File: config.mk
export PLATFORM = sky130hd
export DESIGN_NAME = ram_arbiter
export DESIGN_NICKNAME = d
export VERILOG_FILES = /design/src/rtl/ram_arbiter.sv
export SDC_FILE = /design/constraint.sdc
export NUM_CORES = 1
export LEC_CHECK = 0
export ABC_CLOCK_PERIOD_IN_PS = 3370
export CAP_MARGIN = 20
export CORE_MARGIN = 3
export CORE_UTILIZATION = 37
export CTS_BUF_LIST = sky130_fd_sc_hd__clkbuf_4 sky130_fd_sc_hd__clkbuf_8
export DETAILED_ROUTE_END_ITERATION = 10
export GPL_ROUTABILITY_DRIVEN = 0
export PLACE_DENSITY = 0.92
export SLEW_MARGIN = 20
export SYNTH_ARGS = -nofsm -noshare
export SYNTH_HDL_FRONTEND = slang
export SYNTH_SLANG_ARGS = --single-unit
File: constraint.sdc
create_clock -name clk -period 3.37 [get_ports clk]
set_clock_uncertainty 0.15 [all_clocks]
set_input_delay 0.674 -clock clk [delete_from_list [all_inputs] [get_ports clk]]
set_output_delay 0.674 -clock clk [all_outputs]
set_load 0.005 [all_outputs]
File: src/rtl/ram_arbiter.sv
// rtl/ram_arbiter.sv - two-port arbiter in front of a single-port ram, burst-limited round-robin.
// Define RAM_ARB_FIXED_PRIO_EN to give port A absolute priority instead.
module ram_arbiter #(
  parameter int N         = 6,
  parameter int M         = 32,
  parameter int MAX_BURST = 4
) (
  input  logic         clk,
  input  logic         rst,
  input  logic         a_req,
  input  logic         a_we,
  input  logic [N-1:0] a_adr,
  input  logic [M-1:0] a_din,
  output logic         a_gnt,
  output logic [M-1:0] a_rdata,
  output logic         a_rvalid,
  input  logic         b_req,
  input  logic         b_we,
  input  logic [N-1:0] b_adr,
  input  logic [M-1:0] b_din,
  output logic         b_gnt,
  output logic [M-1:0] b_rdata,
  output logic         b_rvalid,
  output logic         ram_we,
  output logic [N-1:0] ram_adr,
  output logic [M-1:0] ram_din,
  input  logic [M-1:0] ram_dout
);

  localparam int CW = $clog2(MAX_BURST + 1);
  localparam logic [CW-1:0] CNT_MAX = CW'(MAX_BURST);

  typedef enum logic [1:0] {IDLE, OWN_A, OWN_B} state_t;

  state_t         state_q, state_d;
  logic [CW-1:0]  cnt_q, cnt_d;
  logic           last_b_q, last_b_d;
  logic           a_rvalid_q, a_rvalid_d;
  logic           b_rvalid_q, b_rvalid_d;
  logic [M-1:0]   a_rdata_q, a_rdata_d;
  logic [M-1:0]   b_rdata_q, b_rdata_d;
  logic           pick_a;
  logic           gnt_a, gnt_b;

  // pick_a only matters when A is requesting; a lone B request falls through to B.
  always_comb begin
    pick_a = 1'b0;
`ifdef RAM_ARB_FIXED_PRIO_EN
    pick_a = a_req;
`else
    if (a_req && !b_req) begin
      pick_a = 1'b1;
    end else if (a_req && b_req) begin
      case (state_q)
        IDLE:    pick_a = last_b_q;
        OWN_A:   pick_a = (cnt_q != CNT_MAX);
        OWN_B:   pick_a = (cnt_q == CNT_MAX);
        default: pick_a = 1'b1;
      endcase
    end
`endif
    gnt_a = !rst && a_req && pick_a;
    gnt_b = !rst && b_req && !pick_a;
  end

  always_comb begin
    ram_we  = 1'b0;
    ram_adr = '0;
    ram_din = '0;
    if (gnt_a) begin
      ram_we  = a_we;
      ram_adr = a_adr;
      ram_din = a_din;
    end else if (gnt_b) begin
      ram_we  = b_we;
      ram_adr = b_adr;
      ram_din = b_din;
    end
  end

  always_comb begin
    state_d    = state_q;
    cnt_d      = cnt_q;
    last_b_d   = last_b_q;
    a_rvalid_d = gnt_a && !a_we;
    b_rvalid_d = gnt_b && !b_we;
    a_rdata_d  = a_rvalid_d ? ram_dout : a_rdata_q;
    b_rdata_d  = b_rvalid_d ? ram_dout : b_rdata_q;
    if (gnt_a) begin
      last_b_d = 1'b0;
      if (state_q == OWN_A) begin
        cnt_d = (cnt_q == CNT_MAX) ? cnt_q : cnt_q + 1'b1;
      end else begin
        state_d = OWN_A;
        cnt_d   = CW'(1);
      end
    end else if (gnt_b) begin
      last_b_d = 1'b1;
      if (state_q == OWN_B) begin
        cnt_d = (cnt_q == CNT_MAX) ? cnt_q : cnt_q + 1'b1;
      end else begin
        state_d = OWN_B;
        cnt_d   = CW'(1);
      end
    end else begin
      state_d = IDLE;
      cnt_d   = '0;
    end
  end

  always_ff @(posedge clk or posedge rst) begin
    if (rst) begin
      state_q    <= IDLE;
      cnt_q      <= '0;
      last_b_q   <= 1'b1;
      a_rvalid_q <= 1'b0;
      b_rvalid_q <= 1'b0;
      a_rdata_q  <= '0;
      b_rdata_q  <= '0;
    end else begin
      state_q    <= state_d;
      cnt_q      <= cnt_d;
      last_b_q   <= last_b_d;
      a_rvalid_q <= a_rvalid_d;
      b_rvalid_q <= b_rvalid_d;
      a_rdata_q  <= a_rdata_d;
      b_rdata_q  <= b_rdata_d;
    end
  end

  assign a_gnt    = gnt_a;
  assign b_gnt    = gnt_b;
  assign a_rvalid = a_rvalid_q;
  assign b_rvalid = b_rvalid_q;
  assign a_rdata  = a_rdata_q;
  assign b_rdata  = b_rdata_q;

endmodule

=== Word-level counts from Yosys, hierarchy flattened ===
Cells that the tools add are included.

* Bits in registers: 72
* Input bits: 114
* Output and inout port bits: 107
* Logic and storage cells: 50

* $add $sub $neg: 1
* Equality and inequality tests: 6
* Multiplexer cells: 20
* Reduce and logical (&&, ||, !) cells: 16

{| class="wikitable"
|+ Operators by type and width
! cell !! count
|-
| 32-bit 2-to-1 mux || 2
|-
| 3-bit 2-to-1 mux || 5
|-
| 6-bit 2-to-1 mux || 2
|-
| 1-bit logical AND || 8
|-
| 2-bit 2-to-1 mux || 4
|-
| 1-bit 2-to-1 mux || 6
|-
| 3-bit inequality test, second input constant || 2
|-
| 1-bit zero test || 5
|-
| 3-bit by 1-bit adder with 3-bit output, second input constant || 1
|-
| 3-bit equality test, second input constant || 1
|-
| 1-bit case mux with 3 select lines || 1
|-
| 2-bit by 1-bit equality test with 1-bit output, second input constant || 1
|-
| 2-bit equality test, second input constant || 1
|-
| 2-bit zero test || 1
|-
| 2-bit inequality test, second input constant || 1
|-
| 2-bit AND reduction || 1
|-
| 2-bit nonzero test || 1
|}

=== Depth between registers and ports, before layout ===
Gate-level depths: netlist of run 1.

* Depth in word-level cells: 8
* Depth in mapped cells: 9
* Gate-level depth less buffers: 6

=== Least setup slack after synthesis of run 1 ===
Ideal clock, no wire load.

* Path type: flip-flop to output port
* From: reg last_b_q
* To: out ram_adr[0]
* Data arrival time: 1.665 ns
* Required time: 2.546 ns
* Slack: 0.881 ns
* Cell stages (with the launch flop): 5
* Buffers on the path: 1
* Cells stage by stage: dfstp_2 > or3b_4 > a41oi_4 > clkbuf_1 > a22o_1

* Elaborated cells between the ends (all ways): 8
* Those cells by class: 5 x mux; 3 x reduce/logical

{| class="wikitable"
|+ RTL lines
! item !! RTL line !! text
|-
| start: declaration || 37 || <nowiki>logic last_b_q, last_b_d;</nowiki>
|-
| start signal: assignment || 123 || <nowiki>last_b_q <= last_b_d;</nowiki>
|-
| 1-bit case mux with 3 select lines || 54 || <nowiki>case (state_q)</nowiki>
|-
| 1-bit 2-to-1 mux || 53 || <nowiki>end else if (a_req && b_req) begin</nowiki>
|-
| 1-bit 2-to-1 mux || 51 || <nowiki>if (a_req && !b_req) begin</nowiki>
|-
| 1-bit logical AND || 62 || <nowiki>gnt_a = !rst && a_req && pick_a;</nowiki>
|-
| named net a_gnt || 14 || <nowiki>output logic a_gnt,</nowiki>
|-
| 6-bit 2-to-1 mux || 70 || <nowiki>if (gnt_a) begin</nowiki>
|-
| end: declaration || 25 || <nowiki>output logic [N-1:0] ram_adr,</nowiki>
|}

The timed path passes the listed nets, and every way through them passes these cells.

=== Worst setup path in the final report of run 1 ===
* From: reg last_b_q
* To: out ram_din[6]

* Cells in the longest elaborated chain, start to end: 7
* Elaborated cells between the ends (all ways): 8
* Those cells by class: 5 x mux; 3 x reduce/logical

{| class="wikitable"
|+ Ends and longest elaborated chain
! item !! RTL line !! text
|-
| 1-bit case mux with 3 select lines (*) || 54 ||
|-
| 1-bit 2-to-1 mux (*) || 53 ||
|-
| 1-bit 2-to-1 mux (*) || 51 ||
|-
| 1-bit zero test || 63 || <nowiki>gnt_b = !rst && b_req && !pick_a;</nowiki>
|-
| 1-bit logical AND || 63 ||
|-
| 32-bit 2-to-1 mux || 74 || <nowiki>end else if (gnt_b) begin</nowiki>
|-
| 32-bit 2-to-1 mux (*) || 70 ||
|-
| end: declaration || 26 || <nowiki>output logic [M-1:0] ram_din,</nowiki>
|}

Mark *: on every way between the ends. The rest lies on a longest branch, timed or not.

==> reports/summary.txt, run 1 <==
final setup violating endpoints = 0
Layout Cells excl Fill = 566
Min-Delay Startpoint = a_rdata[25]
internal power = 2.31 mW
Hold Path Stages = 1
Peak VDD IR = 0.000264 V
Netlist Area Pre-Place = 3340 um2
syn nets = 339
sw frac = 25.3%
Mapped Avg Cell Area = 15.0 um2
CP max FO = 10
cells on worst reg2reg path = 9
initial antenna violation count = 0
critical path required time = 2550 ps
Max Clk Rate = 0.302 GHz
first-pass GRT wire length = 16.5 mm
WS Path Type = reg -> out
Hold Path Class = reg -> reg
CP delay by family, top = buffers and inverters
vias per cell = 5.10
hold endpoint = a_rdata[25]
share of cells above drive strength 1 = 22.9%
Root Driver = clkbuf_8
sequential-to-total area share from yosys stat = 53.9%
Skew-Pair Late Insertion Delay = 330 ps
antenna-violating nets left = 0
CTS tree = built
CTS sink count = 72
Final period util = 98.3%
core area = 8760 um2
Die X = 101 um
die area = 10200 um2
Worst setup EP type = output pin
htree depth = 3
Hold Vio Cnt, Final = 0
row cnt = 34
worst reg2reg setup slack = 820 ps
Finished Core Util = 69.2%
Startpoint Class = flip-flop
worst r2r dst = b_rdata[29]
Data arrival, critical path = 2490 ps
Sw Pwr = 0.782 mW
Logic pwr share = 36.7%
routed wire length = 11.1 mm
dpl cells = 543
DRT iter0 DRCs = 61
slowest stage delay, CP = 530 ps
outcome = completed
hold_ws = 344 ps
gr usage total = 21.2%
IO Port Bufs = 220
Slew HR = 60.1%
Avg WL per Cell = 19.5 um
Diodes inserted = 0
Syn Inst Count = 223
# hold bufs at CTS = 0
hpwl dp = 8.25 mm
drt first pass iters = 4
register share of total power = 38.6%
Buf+Inv Stages, Crit Path = 3
post-synthesis cell type count = 30
CTS Buf Count = 9
largest net degree at the start of global routing = 48
total gr overflow = 0
Reg-to-Reg Start = cnt_q[0]
Max Root-Sink Buffers = 2
Ports = 221
CP Cell Sequence = or3b_4 -> a41oi_4 -> buf_12 -> clkbuf_16 -> a22o_1 -> clkdlybuf4s50_1
# DRC = 0
maximum capacitance violations = 0
Clk pwr share = 24.7%
PwrDens = 509 nW/um2
P_leak = 2.62 nW
vias in the first global route = 3170
CP max stage cell = dfstp_2
initial core utilization = 38.1%
area grow syn2layout = 81.6%
vias = 2885
Worst Tran Pin Value = 598 ps
path length in cells of the critical path = 6
number of nets in the layout = 569
Synth Warn # = 0
Max Slew Vio Count = 0
clock-pin slew on the worst setup and hold paths = 80 ps
Chip Height = 101 um
Yosys reg bits = 72
fin crit period = 3310 ps
per-stage QoR:
step | TNS [ps] | setup slack, ps | power, mW | area, um2
after detailed placement | -1600 | -125 | 2.33 | 5690
after global placement | -579 | -97.7 | 2.28 | 5690
after CTS | 0 | 0.0848 | 3.12 | 6010
final | 0 | 58.9 | 3.09 | 6070
after global routing | -5.23 | -2.35 | 3.24 | 6070
after floorplan | 0 | 723 | 1.58 | 3340
cells by family after synthesis:
| group | after synthesis | share of synthesized area, % |
|---|---|---|
| compound gates | 49 | 13.3 |
| xor+xnor | 1 | 0.262 |
| fa+ha+maj | 2 | 0.749 |
| buf+inv | 21 | 4.19 |
| flops | 72 | 53.9 |
| mux | 64 | 24.8 |
| simple gates | 14 | 2.73 |
state kept, by name, indices dropped and copies added, names as in the netlist:
| register | cells |
|---|---|
| last_b_q | 1 |
| a_rdata | 32 |
| b_rvalid | 1 |
| b_rdata | 32 |
| a_rvalid | 1 |
| state_q | 2 |
| cnt_q | 3 |
synth_stat cells:
cell	number	share of area (%)
a41oi_1	1	0.26
o32a_1	1	0.30
nor3b_1	1	0.22
dfstp_2	1	0.79
nand3b_1	2	0.45
clkbuf_1	8	0.90
dfrtp_1	71	53
xnor2_1	1	0.26
a22o_1	39	10
nor2_1	2	0.22
mux2_1	4	1.3
buf_2	1	0.15
nand2_1	2	0.22
nand2b_1	1	0.19
a21oi_1	1	0.15
a21boi_0	1	0.22
ha_1	2	0.75
o21ai_0	1	0.15
nor2b_1	2	0.37
nand3_1	2	0.30
inv_1	4	0.45
nor2b_4	1	0.41
a41oi_4	1	0.82
o31a_1	1	0.26
a41o_1	2	0.60
a21bo_2	1	0.30
or3b_4	1	0.34
buf_6	8	2.7
mux2_2	31	10
mux2_4	29	13
worst reg2reg max path, stage by stage, from the launching register on:
cell	delay, ps
dfrtp_1	390
inv_1	90
ha_2	220
a21bo_2	210
a41o_4	290
buf_16	170
buf_4	130
nor2b_4	150
buf_12	260
mux2_2	390
cells in the final DEF, fill, tap and decap left out, drive strengths merged, types with 2 or more instances in the layout:
| cell type | n |
|---|---|
| inv | 5 |
| nand3b | 2 |
| dfrtp | 71 |
| clkbuf | 12 |
| nor2b | 3 |
| dlymetal6s2s | 2 |
| a41oi | 2 |
| dlygate4sd2 | 18 |
| nand3 | 2 |
| a22o | 39 |
| a41o | 2 |
| nand2 | 2 |
| nor2 | 2 |
| clkdlybuf4s50 | 200 |
| clkinv | 3 |
| buf | 14 |
| bufinv | 2 |
| mux2 | 64 |
| ha | 2 |
power groups by stage:
stage	sequential, mW	combinational [mW]	clock [mW]
global placement	1.19	1.09	0
floorplan	1.21	0.371	0
CTS	1.19	1.14	0.785
detailed placement	1.21	1.12	0
finish	1.19	1.13	0.764
global route	1.22	1.20	0.821
per-layer routing:
layer	vias up	GRT usage, %	wire (um)
met3	17	5.05	761
li1	1301	-	-
met2	150	39.8	6250
met4	0	8.49	297
met1	1417	22.5	3750
met5	-	0	0
final cells by class:
| class | count | area, um2 |
|---|---|---|
| well taps | 108 | 135 |
| clock buffers | 10 | 131 |
| flip-flops and latches | 72 | 1800 |
| multi-input cells | 130 | 1450 |
| fillers | 579 | 2700 |
| inverters | 4 | 15.0 |
| repair buffers | 236 | 2450 |
| clock inverters | 6 | 91.3 |
worst max-delay path by stage:
stage	startpoint	endpoint	slack (ps)
floorplan	rst	a_rdata[0]	720
global placement	b_req	ram_din[1]	-100
detailed placement	rst	ram_din[1]	-120
CTS	last_b_q	ram_din[29]	0.08
global route	last_b_q	ram_din[13]	-2
finish	last_b_q	ram_din[6]	60
what timing repair did:
action | in CTS | in global routing
cloned | 2 | 2
gates resized for setup | 27 | 3
pin swaps | 3 | 1
buffers inserted | 2 | 2
endpoints found under the setup margin | 39 | 24
Note: power is estimated with default switching activity, not from simulation.
==> run 2: changes to the inputs <==
- HOLD_SLACK_MARGIN: unset -> 0.06
- SETUP_SLACK_MARGIN: unset -> 0.15
==> reports/summary.txt, run 2 (synthesis gave the netlist of run 1 again) <==
outcome = completed
Peak VDD IR = 0.000265 V (+0.20%)
hpwl dp = 8.25 mm (unchanged)
number of nets in the layout = 573 (+0.70%)
Reg-to-Reg Start = last_b_q
largest net degree at the start of global routing = 48 (unchanged)
share of cells above drive strength 1 = 26.6% (+3.7 points)
Hold Path Class = reg -> reg
vias = 2909 (+0.83%)
Setup WS post-layout = 61.9 ps (+3.08 ps)
most frequent cells in the layout = clkdlybuf4s50_1 (195), dfrtp_1 (71), a22o_1 (39), mux2_2 (31), mux2_4 (29)
dpl cells = 543 (unchanged)
Hold Vio Cnt, Final = 0 (unchanged)
CTS sink count = 72 (unchanged)
Max Root-Sink Buffers = 2 (unchanged)
Met1 Wirelength = 3.99 mm (+6.3%)
hold endpoint = a_rdata[25]
first-pass GRT wire length = 16.7 mm (+0.79%)
# DRC = 0 (unchanged)
Slew HR = 59.3% (-0.79 points)
hold_ws = 345 ps (+1.86 ps)
P_leak = 2.62 nW (+0.14%)
final setup violating endpoints = 0 (unchanged)
Max Used Layer = met4
initial antenna violation count = 0 (unchanged)
IO Port Bufs = 220 (unchanged)
WL met2 = 6.24 mm (-0.11%)
routed wire length = 11.3 mm (+2.1%)
Worst setup EP type = output pin
Finished Core Util = 69.1% (-0.19 points)
total gr overflow = 0 (unchanged)
maximum capacitance violations = 0 (unchanged)
critical path required time = 2550 ps (about the same)
vias per cell = 5.10 (+0.12%)
htree depth = 3 (unchanged)
Die X = 101 um (unchanged)
vias in the first global route = 3168 (-0.063%)
pre-CTS setup slack = -125 ps (unchanged)
worst r2r dst = a_rdata[6]
Data arrival, critical path = 2480 ps (about the same)
Skew-Pair Late Insertion Delay = 330 ps (about the same)
Root Driver = clkbuf_8
DR WL met3 = 743 um (-2.4%)
Hold Path Stages = 1 (unchanged)
area grow syn2layout = 81.1%
Worst Tran Pin Value = 610 ps (+11.9 ps)
core area = 8760 um2 (unchanged)
Total Power = 3.10 mW (+0.33%)
fin crit period = 3310 ps (-3.08 ps)
die area = 10200 um2 (unchanged)
RSZ-0062 raised after global routing = yes
PwrDens = 512 nW/um2 (+0.60%)
drt first pass iters = 6 (+2)
CTS tree = built
Final period util = 98.2% (about the same)
Layout Cells excl Fill = 570 (+0.71%)
CTS Buf Count = 9 (unchanged)
Diodes inserted = 0 (unchanged)
Chip Height = 101 um (unchanged)
Avg WL per Cell = 19.8 um (+1.4%)
antenna-violating nets left = 0 (unchanged)
commonest non-fill, non-tap cell in the layout = clkdlybuf4s50_1
row cnt = 34 (unchanged)
# hold bufs at CTS = 0 (unchanged)
gr usage total = 21.5% (+0.33 points)
Min-Delay Startpoint = a_rdata[25]
Ports = 221 (unchanged)
clock-pin slew on the worst setup and hold paths = 80 ps (about the same)
cells on worst reg2reg path = 9 (unchanged)
Max Slew Vio Count = 0 (unchanged)
Max Clk Rate = 0.302 GHz (about the same)
WS Path Type = reg -> out
initial core utilization = 38.1% (unchanged)
CP max FO = 20 (+10)
Startpoint Class = flip-flop
worst reg2reg setup slack = 590 ps (-230 ps)
DRT iter0 DRCs = 64 (+4.9%)
==> run 2: cell count changes in the layout (fill, tap and decap cells not counted), sizes merged <==
cell	previous run	this run
clkbuf	12	24
dlygate4sd2	18	9
buf	14	20
clkdlybuf4s50	200	195
==> run 2: timing repair <==
| item | in CTS | in global routing |
|---|---|---|
| setup endpoints to repair | 41 | 35 |
| buffers inserted | 6 | 3 |
| gates resized for setup | 33 | 38 |
| cloned | 2 | 0 |
| hold endpoints to repair | 0 | 0 |
| pin swaps | 3 | 1 |
==> run 2: final cells by class <==
cell class | instances | area (um2)
timing repair buffer | 240 | 2410
clock buffer | 10 | 131
multi-input combinational | 130 | 1460
sequential | 72 | 1800
tap | 108 | 135
clock inverter | 6 | 91.3
fill | 586 | 2710
inverter | 4 | 15.0
==> run 2: report_power, final <==
part | switching [mW] | internal [mW]
Sequential | 0.120 | 1.07
Combinational | 0.334 | 0.802
Clock | 0.340 | 0.430
==> run 2: how the worst max path moves through the flow <==
stage,depth (start not counted),endpoint,start,slack [ps]
after floorplan,1,a_rdata[0],rst,720
after global placement,6,ram_din[1],b_req,-100
after detailed placement,6,ram_din[1],rst,-120
after CTS,6,ram_we,last_b_q,10
after global routing,5,ram_din[3],last_b_q,-30
final,5,ram_din[3],last_b_q,60
==> run 2: critical path: stages (launching register included) <==
cell and delay [ps]:
dfstp_2 540, or3b_4 410, a41oi_4 290, buf_12 190, a22o_1 150, clkdlybuf4s50_1 550
==> run 2: routing by layer <==
| layer | global-route usage [%] | vias to the layer above |
|---|---|---|
| li1 | - | 1309 |
| met1 | 22.8 | 1428 |
| met2 | 40.3 | 153 |
| met3 | 5.81 | 19 |
| met4 | 7.77 | 0 |
| met5 | 0 | - |
==> run 2: per-stage QoR <==
step | cell area [um2] | TNS, ps
6_report | 6050 | 0
5_1_grt | 6050 | -144
4_1_cts | 6040 | 0
3_5_place_dp | 5690 | -1600
3_3_place_gp | 5690 | -579
2_1_floorplan | 3340 | 0
